==> src/rtl/irq_priority_controller.sv <==
// Eight-line prioritised interrupt controller: edge capture, masking, fixed priority,
// CPU acknowledge sequencing and in-service tracking until EOI.
module irq_priority_controller (
    input  logic        clk,
    input  logic        reset,
    input  logic        cs,
    input  logic        data_m_addr,
    input  logic [15:0] data_m_data_in,
    input  logic [1:0]  data_m_bytesel,
    output logic [15:0] data_m_data_out,
    input  logic        data_m_wr_en,
    input  logic        data_m_access,
    output logic        data_m_ack,
    input  logic [7:0]  irq,
    output logic        intr,
    input  logic        inta,
    output logic [7:0]  vector,
    output logic        vector_valid
);

    typedef enum logic {ST_IDLE, ST_ACK} state_t;

    // Handshakes: a bus access is cs & data_m_access for one cycle and is answered by
    // data_m_ack (and read data) one cycle later; inta is a one-cycle strobe answered by
    // vector_valid one cycle later, and inta arriving during ACK is dropped.
    state_t     state;
    logic [7:0] prev_irq;
    logic [7:0] irr;
    logic [7:0] isr;
    logic [7:0] imr;
    logic [4:0] base;

    logic [7:0] rise;
    logic [7:0] pend;
    logic [2:0] p;
    logic [3:0] s;
    logic       req;
    logic       bus_wr;
    logic       bus_rd;
    logic       take;
    logic [7:0] ack_set;
    logic [7:0] eoi_clr;

    assign rise   = irq & ~prev_irq;
    assign pend   = irr & ~imr;
    assign bus_wr = cs & data_m_access & data_m_wr_en;
    assign bus_rd = cs & data_m_access & ~data_m_wr_en;

    // p: winning pending line; s: highest-priority in-service line, 8 when none
    always_comb begin
        p = 3'd0;
        s = 4'd8;
        for (int i = 7; i >= 0; i--) begin
            if (pend[i]) p = 3'(i);
            if (isr[i])  s = 4'(i);
        end
    end

    assign req     = (pend != 8'h00) && ({1'b0, p} < s);
    assign take    = (state == ST_IDLE) && inta && req;
    assign ack_set = take ? (8'd1 << p) : 8'h00;

    always_comb begin
        eoi_clr = 8'h00;
        if (bus_wr && data_m_addr && data_m_bytesel[0]) begin
            if (data_m_data_in[7]) begin
                if (!s[3]) eoi_clr[s[2:0]] = 1'b1;
            end else begin
                eoi_clr[data_m_data_in[2:0]] = 1'b1;
            end
        end
    end

    always_ff @(posedge clk or posedge reset) begin
        if (reset) begin
            state           <= ST_IDLE;
            prev_irq        <= 8'h00;
            irr             <= 8'h00;
            isr             <= 8'h00;
            imr             <= 8'hFF;
            base            <= 5'b00001;
            intr            <= 1'b0;
            vector          <= 8'h00;
            vector_valid    <= 1'b0;
            data_m_ack      <= 1'b0;
            data_m_data_out <= 16'h0000;
        end else begin
            prev_irq <= irq;
            // a fresh edge re-arms IRR and an acknowledge set beats a same-cycle EOI
            irr <= (irr & ~ack_set) | rise;
            isr <= (isr & ~eoi_clr) | ack_set;

            if (bus_wr && !data_m_addr) begin
                if (data_m_bytesel[0]) imr  <= data_m_data_in[7:0];
                if (data_m_bytesel[1]) base <= data_m_data_in[15:11];
            end

            data_m_ack      <= cs & data_m_access;
            data_m_data_out <= bus_rd ? (data_m_addr ? {isr, irr} : {base, 3'b000, imr})
                                      : 16'h0000;

            case (state)
                ST_IDLE: begin
                    vector_valid <= 1'b0;
                    if (inta) begin
                        state        <= ST_ACK;
                        intr         <= 1'b0;
                        vector_valid <= 1'b1;
                        vector       <= {base, req ? p : 3'd7};
                    end else begin
                        intr <= req;
                    end
                end
                ST_ACK: begin
                    state        <= ST_IDLE;
                    intr         <= 1'b0;
                    vector_valid <= 1'b0;
                end
                default: begin
                    state <= ST_IDLE;
                end
            endcase
        end
    end

endmodule

==> config.mk <==
export PLATFORM = sky130hd
export DESIGN_NAME = irq_priority_controller
export DESIGN_NICKNAME = d
export VERILOG_FILES = /design/src/rtl/irq_priority_controller.sv
export SDC_FILE = /design/constraint.sdc
export NUM_CORES = 1
export LEC_CHECK = 0
export ABC_CLOCK_PERIOD_IN_PS = 4400
export BUFFER_PORTS_ARGS = -buffer_cell sky130_fd_sc_hd__buf_2
export CORE_ASPECT_RATIO = 0.9
export CORE_MARGIN = 2
export CORE_UTILIZATION = 30
export DETAILED_ROUTE_END_ITERATION = 7
export GPL_TIMING_DRIVEN = 0
export SLEW_MARGIN = 20
export SYNTH_ARGS = -nofsm -noshare
export SYNTH_HDL_FRONTEND = slang
export SYNTH_SLANG_ARGS = --single-unit
export TNS_END_PERCENT = 20
==> constraint.sdc <==
create_clock -name clk -period 4.4 [get_ports clk]
set_input_delay 0.88 -clock clk [delete_from_list [all_inputs] [get_ports clk]]
set_output_delay 0.88 -clock clk [all_outputs]
set_load 0.005 [all_outputs]
==> metrics.cfg, run 1 <==
[floorplan]
rows=33
dieHeight_um=96.8
pin_count=60
start_util=0.312
core_um2=9210
die_area_um2=10400
die_w_um=107

[hold_path]
hp-start=prev_irq[1]
worstHoldPathCells=1
hold_class=reg -> reg
holdPathEnd=irr[1]

[setup_path]
crit_path_top_delay_cell=dfstp_2
rrSetupSlack_ns=1.64
cp_cell_sequence=nand2b_1, nand2_1, a31o_2, inv_1, ha_1, o21ai_0, nor2b_1, o21ai_2, or4b_4, a22o_1
endpoint_kind=flop
reg2reg_depth=10
slowest_delay_ns=0.56
r2r-end=irr[5]
worstSetupPathType=reg -> reg
reg2reg_from=imr[0]
cpLargestDelayFamily=simple AND/OR/NAND/NOR gates
cp_num_buf_inv=1
arrival_ns=3.00
startpoint_type=flop
crit_required_ns=4.64
cp-startpoint=imr[0]
worstPathMaxFanout=5

[sta]
setup_viol=0
tightest_slew_ns=0.646
maxSlewViolCount=0
finalCritPeriodShare=0.628
slew_headroom=0.569
hold_violations=0
rsz0062_at_grt=no
fmax_ghz=0.362
min_period_ns=2.76
timing.hold.ws_ns=0.420
clock_skew_ns=0.0101
fin_tns_setup_ns=0

[placement]
placedCellCount=433
port_buffers=53
hpwlAfterDp_mm=4.94
place_congestion=0.837

[grt]
track_usage=0.135
grt.met3_usage=0.0485
busiest_layer=met2
grt_max_degree=38
grt_pass1_wl_mm=10.6
grtUsageMet1=0.184
overflow=0
grt_pass1_vias=2084
antenna_found_initial=0
use_met2=0.200

[drt]
ant_nets=0
drtIter0Drc=75
drc_errors=0
wl_mm=6.56
vias_per_cell=4.76
num_vias=2136
drt_first_pass_iters=4
wl_per_cell_um=14.6

[pwr]
total_power_mw=1.85
power_frac_clock=0.339
ir_worst_vdd_mv=0.222
power_density_nw_per_um2=518
p_int_mw=1.30
sequentialPowerShare=0.427
p_leak_nw=1.71
netSwitchingPower_uw=547
sw_frac_of_total=0.296
pwr-share-comb=0.233

[finish]
layout-drive-gt1-share=0.333
nets=357
fin_util=0.387
num_antenna_cells=0
stdcell_count=449
fillers=904
register_area_um2=1610
multiInputGateArea_um2=1190
synthToLayoutAreaGrowth_pct=24.2

[cts]
numCtsBuffers=9
post_cts_buffers=0
clockBufferDepth=2
clk_latency_ns=0.34
holdBufCountCts=0
cts_resized=0
cts_sinks=64
cts-htree-levels=3
cts_tree=yes
clk_pin_slew_ns=0.07
clk_root_buffer_cell=clkbuf_8

[logic_synthesis]
ys_ff_latch=64
synth_top_flop_cell=dfrtp_1
synth_top_area_frac=0.480
async_flop_share=1.00
netlist_area_um2=2870
yosysSeqAreaShare=0.562
syn_inst=257
ys_warn_count=0
synth_common_cells=dfrtp_1 (55), nor2_1 (34), mux2_2 (17)
synth_cell_type_count=43
yosysMostFrequentCell=dfrtp_1
synth.largest_area_cell=dfrtp_1
yosys-top-cells-area=dfrtp_1 (48%), dfstp_2 (8.2%), mux2_2 (6.7%)
synth_fp_nets=292
avgSynthCellArea_um2=11.2
synth_edf_count=0

[run]
cap_violations=0

[status]
run_status=complete, no violations

[cells in the final DEF, fill, tap and decap left out, types with 2 or more instances in the layout]
| cell type | n |
|---|---|
| nor2_1 | 34 |
| a22o_1 | 4 |
| nand3_1 | 3 |
| buf_2 | 53 |
| o31ai_1 | 4 |
| a32oi_1 | 6 |
| o21a_1 | 2 |
| and3_1 | 4 |
| nand2_1 | 14 |
| a31oi_1 | 2 |
| nor2b_1 | 13 |
| clkbuf_8 | 11 |
| bufinv_16 | 3 |
| nor4_1 | 2 |
| mux2i_1 | 13 |
| mux2_2 | 17 |
| a21oi_1 | 4 |
| o21ai_0 | 16 |
| clkbuf_1 | 5 |
| o41ai_2 | 2 |
| inv_1 | 11 |
| nand2b_1 | 7 |
| or4_4 | 2 |
| dfstp_2 | 9 |
| ha_1 | 2 |
| dfrtp_1 | 55 |
| nand4_1 | 3 |
| nor3_1 | 4 |
[sequential cells by signal (all words and copies together) (netlist names)]
signal,cells
prev_irq,8
data_m_data_out,16
vector,8
intr,1
data_m_ack,1
irr,8
base,5
imr,8
state,1
isr,8
[cells by family after synthesis]
| group | count (synthesis) | synth area share |
|---|---|---|
| compound gates | 46 | 0.113 |
| fa+ha+maj | 2 | 0.00872 |
| buf+inv | 18 | 0.0235 |
| flops | 64 | 0.562 |
| mux | 30 | 0.112 |
| simple gates | 97 | 0.180 |
[worst max-delay path by stage]
stage / endpoint / slack [ns] / depth (start not counted)
2_1_floorplan: irr[5] / 1.90 / 10
3_3_place_gp: prev_irq[2] / 1.21 / 2
4_1_cts: irr[5] / 1.62 / 10
6_report: irr[5] / 1.64 / 10
5_1_grt: irr[5] / 1.48 / 10
3_5_place_dp: irr[5] / 1.64 / 10
[area by class of cell]
class	instances	area share
buffer	6	0.00632
clock buffer	11	0.0425
clock inverter	5	0.0288
inverter	12	0.0133
multi-input combinational	175	0.334
sequential	64	0.452
tap	122	0.0428
timing repair buffer	54	0.0800
[metal layers]
layer	up-vias	wire length, µm
met5	-	0
met4	0	20
met1	1023	3130
met2	68	2930
li1	1042	-
met3	3	471
[power groups by stage]
stage / Clock [mW] / Sequential (mW) / Combinational (mW)
detailed placement: 0 / 0.799 / 0.430
global route: 0.671 / 0.807 / 0.487
finish: 0.626 / 0.789 / 0.431
global placement: 0 / 0.796 / 0.420
CTS: 0.644 / 0.790 / 0.434
floorplan: 0 / 0.777 / 0.303
[through the flow]
step / instance area, µm² / setup slack [ns]
after floorplan: 2870 / 1.90
after global placement: 3290 / 1.21
after detailed placement: 3310 / 1.64
after CTS: 3560 / 1.62
after global routing: 3560 / 1.48
final: 3560 / 1.64
[worst reg2reg max path, cell delays in order, from the launching register on]
cell and delay (ns):
dfstp_2 0.56, nand2b_1 0.15, nand2_1 0.17, a31o_2 0.29, inv_1 0.11, ha_1 0.24, o21ai_0 0.18, nor2b_1 0.20
o21ai_2 0.09, or4b_4 0.50, a22o_1 0.19
(Power assumes the default switching activity.)
==> run 2, diff against run 1 <==
Settings changed: ABC_AREA set to 1, ABC_CLOCK_PERIOD_IN_PS 4400 to 2400.
Clock period 4.4 ns to 2.4 ns, I/O delays scaled along.
==> run 2 against run 1 <==
  * Combinational power increased by 80%
  * Critical endpoint is now irr[7]
  * Largest power group unchanged
  * Critical path type unchanged
  * Via count grew 16%
  * Synthesized cell count is 39% higher
  * Critical path depth grew 2
  * Cell count grew 24%
==> metrics.cfg, run 2 <==
[status]
run_status=complete, no violations  ; unchanged

[logic_synthesis]
yosysSeqAreaShare=0.550  ; was 0.562
avgSynthCellArea_um2=8.20  ; was 11.2 µm²
synth_cell_type_count=27  ; was 43
synth_edf_count=0  ; unchanged
ys_warn_count=0  ; unchanged
synth_fp_nets=393  ; was 292
synth_common_cells=nand2_1 (108), inv_1 (56), dfrtp_1 (55)  ; was dfrtp_1 (55), nor2_1 (34), mux2_2 (17)
syn_inst=358  ; was 257
netlist_area_um2=2930  ; was 2870 µm²
synth_top_area_frac=0.469  ; was 0.480
synth_top_flop_cell=dfrtp_1  ; unchanged
synth.largest_area_cell=dfrtp_1  ; unchanged
yosysMostFrequentCell=nand2_1  ; was dfrtp_1
async_flop_share=1.00  ; unchanged
ys_ff_latch=64  ; unchanged
yosys-top-cells-area=dfrtp_1 (47%), nand2_1 (14%), dfstp_2 (8.1%)  ; was dfrtp_1 (48%), dfstp_2 (8.2%), mux2_2 (6.7%)

[floorplan]
rows=34  ; was 33
die_area_um2=10600  ; was 10,400 µm²
dieHeight_um=97.8  ; was 96.8 µm
pin_count=60  ; unchanged
start_util=0.307  ; was 0.312
core_um2=9570  ; was 9210 µm²
die_w_um=108  ; was 107 µm

[pwr]
ir_worst_vdd_mv=0.268  ; was 0.222 mV
netSwitchingPower_mw=1.02  ; was 547 µW
power_frac_clock=0.290  ; was 0.339
sw_frac_of_total=0.338  ; was 0.296
pwr-share-comb=0.256  ; was 0.233
total_power_mw=3.02  ; was 1.85 mW
power_density_nw_per_um2=845  ; was 518 nW/µm²
p_int_mw=2.00  ; was 1.30 mW
sequentialPowerShare=0.454  ; was 0.427
p_leak_nw=1.97  ; was 1.71 nW

[finish]
layout_commonest_cell=nand2_1  ; was dfrtp_1
fin_util=0.374  ; was 0.387
nets=460  ; was 357
top_register=data_m_data_out  ; unchanged
largest_register_ff_count=16  ; unchanged
fillers=995  ; was 904
synthToLayoutAreaGrowth_pct=21.9  ; was 24.2%
final_cell_mix=nand2_1 (108), buf_2 (57), dfrtp_1 (55)  ; was dfrtp_1 (55), buf_2 (53), nor2_1 (34)
layout-drive-gt1-share=0.235  ; was 0.333
multiInputGateArea_um2=1070  ; was 1190 µm²
num_antenna_cells=0  ; unchanged
register_area_um2=1610  ; unchanged
finalInstanceArea_um2=3580  ; was 3560 µm²

[drt]
drc_errors=0  ; unchanged
drtIter0Drc=155  ; was 75
ant_nets=0  ; unchanged
drt_first_pass_iters=4  ; unchanged
wl_per_cell_um=12.6  ; was 14.6 µm
num_vias=2472  ; was 2,136
wl_mm=7.03  ; was 6.56 mm
vias_per_cell=4.45  ; was 4.76

[setup_path]
arrival_ns=2.42  ; was 3.00 ns
startpoint_type=flop  ; unchanged
crit_required_ns=2.64  ; was 4.64 ns
worstSetupPathType=reg -> reg  ; unchanged
endpoint_kind=flop  ; unchanged
worstPathMaxFanout=9  ; was 5

[cts]
cts_tree=yes  ; unchanged
clk_root_buffer_cell=clkbuf_8  ; unchanged
cts-htree-levels=3  ; unchanged
clk_pin_slew_ns=0.07  ; about the same
clockBufferDepth=2  ; unchanged
cts_sinks=64  ; unchanged
clk_latency_ns=0.34  ; about the same
numCtsBuffers=9  ; unchanged
holdBufCountCts=0  ; unchanged

[hold_path]
hold_class=in -> async  ; was reg -> reg

[grt]
track_usage=0.145  ; was 0.135
antenna_found_initial=0  ; unchanged
grt_pass1_wl_mm=11.6  ; was 10.6 mm
grt_pass1_vias=2390  ; was 2,084
grt_max_degree=37  ; was 38
overflow=0  ; unchanged

[run]
cap_violations=0  ; unchanged

[sta]
maxSlewViolCount=0  ; unchanged
hold_violations=0  ; unchanged
tightest_slew_ns=0.490  ; was 0.646 ns
fmax_ghz=0.459  ; was 0.362 GHz
slew_headroom=0.673  ; was 0.569
clock_skew_ns=0.0109  ; was 0.0101 ns
finalCritPeriodShare=0.908  ; was 0.628
rsz0062_at_grt=no  ; unchanged
setup_viol=0  ; unchanged
min_period_ns=2.18  ; was 2.76 ns

[placement]
place_congestion=0.874  ; was 0.837
hpwlAfterDp_mm=5.52  ; was 4.94 mm
port_buffers=55  ; was 53
placed_cell_area_um2=3390  ; was 3310 µm²

==> run 2: cell types whose count changed after synthesis, moves of 5 or more <==
cell / delta
nor2b_1: -13
nand4_1: +5
o21ai_0: +18
a21oi_1: +7
mux2_2: -17
nand2_1: +94
nand2_2: +6
a32oi_1: -6
nor2_1: -9
nand2b_1: -7
inv_1: +44
mux2i_1: -13
==> run 2: area by class of cell <==
cell class	count	share of cell area
Sequential cell	64	0.451
Inverter	58	0.0616
Clock buffer	10	0.0357
Timing Repair Buffer	56	0.0825
Clock inverter	6	0.0168
Multi-Input combinational cell	228	0.299
Buffer	8	0.00909
Tap cell	126	0.0441
==> run 2: power by group through the flow <==
stage                     Clock, mW  Sequential (mW)  Combinational, mW
final                         0.876             1.37              0.775
after global routing          0.960             1.39              0.903
after detailed placement          0             1.39              0.783
after CTS                     0.915             1.37              0.785
after floorplan                   0             1.37              0.547
after global placement            0             1.39              0.763
==> run 2: stage by stage <==
step / setup slack [ns] / std cells / TNS, ns / hold WS, ns
after global routing: 0.0359 / 556 / 0 / 0.128
after global placement: -0.494 / 539 / -27.00 / 0.451
after detailed placement: 0.157 / 540 / 0 / 0.466
final: 0.220 / 556 / 0 / 0.115
after CTS: 0.150 / 556 / 0 / 0.108
after floorplan: 0.337 / 358 / 0 / 0.442
==> run 2: per-layer routing <==
metal	vias up	share of wire	global-route usage
met4	0	0.010	0.0661
met5	-	0	0
li1	1261	-	-
met1	1133	0.49	0.201
met2	71	0.45	0.211
met3	7	0.056	0.0394
==> run 2: cell families (layout without fill, tap and decap cells) <==
kind of cell | after synthesis | after routing | share of synthesized area
flops | 64 | 64 | 0.550
simple gates | 165 | 165 | 0.238
buf+inv | 66 | 138 | 0.0853
compound gates | 61 | 61 | 0.119
fa+ha+maj | 2 | 2 | 0.00853
==> run 2: worst paths after layout <==
kind	start	endpoint	slack, ns	cells past startpoint
max	imr[4]	irr[7]	0.22	12
min	reset	data_m_data_out[11]	0.11	2
max reg2reg	imr[4]	irr[7]	0.22	12
min reg2reg	prev_irq[1]	irr[1]	0.47	3
max in group asynchronous	reset	imr[1]	1.70	3
min in group clk	irq[7]	prev_irq[7]	0.26	1
==> run 2: worst max-delay path: stages (launching register included) <==
cell and delay [ns]:
dfstp_2 0.52, inv_1 0.05, nand2_1 0.10, nand2_1 0.09, o21ai_2 0.26, inv_2 0.12, ha_1 0.21, o21ai_1 0.08
o41ai_1 0.10, inv_2 0.16, nand4_1 0.22, nand2_1 0.13, nand2_1 0.05
==> run 2: repair_timing <==
| item | CTS | global route |
|---|---|---|
| setup buffers | 0 | 0 |
| setup endpoints to repair | 0 | 6 |
| resized for setup | 0 | 1 |
==> run 3, diff against run 2 <==
Settings changed: CORE_UTILIZATION 30 to 31, SKIP_LAST_GASP set to 1.
==> run 3 against run 2 <==
  * Non-clock buffer count unchanged
  * Via count is 1.3% higher
  * Die area is 3.1% lower
  * Clock power rose by 4.2%
  * Wire length is 0.33% higher
  * Worst setup slack got worse by 0.057 ns
  * Sequential share of layout area is 0.16 points lower
  * Sequential power hardly changed
  * Global-route usage increased by 0.54 points
  * Largest power group unchanged
  * Highest routed layer unchanged
==> metrics.cfg, run 3 (synthesis gave the netlist of run 2 again) <==
[status]
run_status=complete, no violations  ; unchanged

[setup_path]
worstSetupPathType=reg -> reg  ; unchanged
arrival_ns=2.47  ; was 2.42 ns
crit_required_ns=2.64  ; about the same
endpoint_kind=flop  ; unchanged
cp-startpoint=imr[0]  ; was imr[4]
worstPathMaxFanout=9  ; unchanged
reg2reg_from=imr[0]  ; was imr[4]
startpoint_type=flop  ; unchanged

[sta]
min_period_ns=2.24  ; was 2.18 ns
timing.hold.ws_ns=0.128  ; was 0.115 ns
fmax_ghz=0.447  ; was 0.459 GHz
slew_headroom=0.657  ; was 0.673
setup_viol=0  ; unchanged
clock_skew_ns=0.00639  ; was 0.0109 ns
rsz0062_at_grt=no  ; unchanged
hold_violations=0  ; unchanged
tightest_slew_ns=0.515  ; was 0.490 ns
maxSlewViolCount=0  ; unchanged
finalCritPeriodShare=0.932  ; was 0.908

[pwr]
sequentialPowerShare=0.446  ; was 0.454
pwr-share-comb=0.256  ; about the same
p_leak_nw=1.97  ; about the same
netSwitchingPower_mw=1.06  ; was 1.02 mW
p_int_mw=2.01  ; was 2.00 mW
ir_worst_vdd_mv=0.351  ; was 0.268 mV
sw_frac_of_total=0.346  ; was 0.338
power_density_nw_per_um2=855  ; was 845 nW/µm²
power_frac_clock=0.297  ; was 0.290

[cts]
clk_root_buffer_cell=clkbuf_8  ; unchanged
numCtsBuffers=9  ; unchanged
cts_sinks=64  ; unchanged
clk_latency_ns=0.35  ; was 0.34 ns
cts-htree-levels=3  ; unchanged
post_cts_buffers=0  ; unchanged
cts_tree=yes  ; unchanged
clk_pin_slew_ns=0.07  ; about the same
cts_resized=0  ; unchanged
holdBufCountCts=0  ; unchanged
clockBufferDepth=2  ; unchanged

[drt]
wl_per_cell_um=12.8  ; was 12.6 µm
drt_first_pass_iters=4  ; unchanged
ant_nets=0  ; unchanged
drtIter0Drc=118  ; was 155
vias_per_cell=4.54  ; was 4.45
wl_mm=7.05  ; was 7.03 mm
drc_errors=0  ; unchanged
num_vias=2505  ; was 2,472

[finish]
layout_commonest_cell=nand2_1  ; unchanged
multiInputGateArea_um2=1080  ; was 1070 µm²
final_cell_mix=nand2_1 (108), buf_2 (57), inv_1 (55), dfrtp_1 (55), o21ai_0 (34)  ; was nand2_1 (108), buf_2 (57), dfrtp_1 (55)
synthToLayoutAreaGrowth_pct=22.3  ; was 21.9%
num_antenna_cells=0  ; unchanged
fillers=975  ; was 995
top_register=data_m_data_out  ; unchanged
register_area_um2=1610  ; unchanged
largest_register_ff_count=16  ; unchanged
nets=460  ; unchanged
layout-drive-gt1-share=0.237  ; was 0.235
fin_util=0.392  ; was 0.374

[floorplan]
die_area_um2=10300  ; was 10,600 µm²
dieHeight_um=96.3  ; was 97.8 µm
die_w_um=107  ; was 108 µm
pin_count=60  ; unchanged
rows=33  ; was 34
start_util=0.320  ; was 0.307
core_um2=9170  ; was 9570 µm²

[grt]
track_usage=0.150  ; was 0.145
grt_max_degree=34  ; was 37
grt_pass1_wl_mm=11.7  ; was 11.6 mm
overflow=0  ; unchanged
grt_pass1_vias=2413  ; was 2,390
antenna_found_initial=0  ; unchanged

[placement]
port_buffers=55  ; unchanged
hpwlAfterDp_mm=5.42  ; was 5.52 mm
place_congestion=0.937  ; was 0.874

[hold_path]
hold_class=in -> async  ; unchanged

[run]
cap_violations=0  ; unchanged

-- run 3: through the flow --
stage / area (µm²) / std cells / power [mW] / setup TNS, ns / setup slack, ns
3_5_place_dp: 3380 / 536 / 2.17 / 0 / 0.173
5_1_grt: 3590 / 552 / 3.30 / 0 / 0.0121
6_report: 3590 / 552 / 3.07 / 0 / 0.163
4_1_cts: 3580 / 552 / 3.10 / 0 / 0.164
3_3_place_gp: 3360 / 535 / 2.15 / -24.87 / -0.457
2_1_floorplan: 2930 / 358 / 1.92 / 0 / 0.337
-- run 3: layout make-up --
class | count | area share
Inverter | 58 | 0.0613
Multi-Input combinational cell | 228 | 0.301
Buffer | 8 | 0.00906
Sequential cell | 64 | 0.449
Timing Repair Buffer | 56 | 0.0823
Clock buffer | 9 | 0.0345
Tap cell | 122 | 0.0425
Clock inverter | 7 | 0.0199
-- run 3: final timing paths --
check,endpoint,slack [ns],cells past startpoint
worst max register to register,irr[3],0.16,12
min in group clk,prev_irq[1],0.25,1
worst min register to register,intr,0.46,1
worst max-delay path,irr[3],0.16,12
worst min-delay path,data_m_data_out[13],0.13,2
max in group asynchronous,imr[0],1.69,3
-- run 3: critical path, cell delays in order (launching register included) --
cell,delay (ns)
dfstp_2,0.53
inv_1,0.05
nand2_1,0.09
nand2_1,0.14
nor2_2,0.18
o21ai_4,0.09
inv_1,0.17
ha_1,0.26
o21a_1,0.13
nand2_4,0.13
nand4_1,0.19
nand2_1,0.13
nand2_1,0.05
-- run 3: power by group through the flow --
stage          clock, mW  combinational [mW]  sequential (mW)
6_report           0.913               0.787             1.37
5_1_grt            0.993               0.916             1.39
4_1_cts            0.946               0.787             1.37
3_5_place_dp           0               0.785             1.39
3_3_place_gp           0               0.765             1.38
2_1_floorplan          0               0.547             1.37
-- run 3: routing by layer --
layer / up-vias / share of wire / track usage
li1: 1257 / - / -
met1: 1170 / 0.48 / 0.200
met2: 73 / 0.44 / 0.238
met3: 5 / 0.071 / 0.0393
met4: 0 / 0.0072 / 0.0563
met5: - / 0 / 0
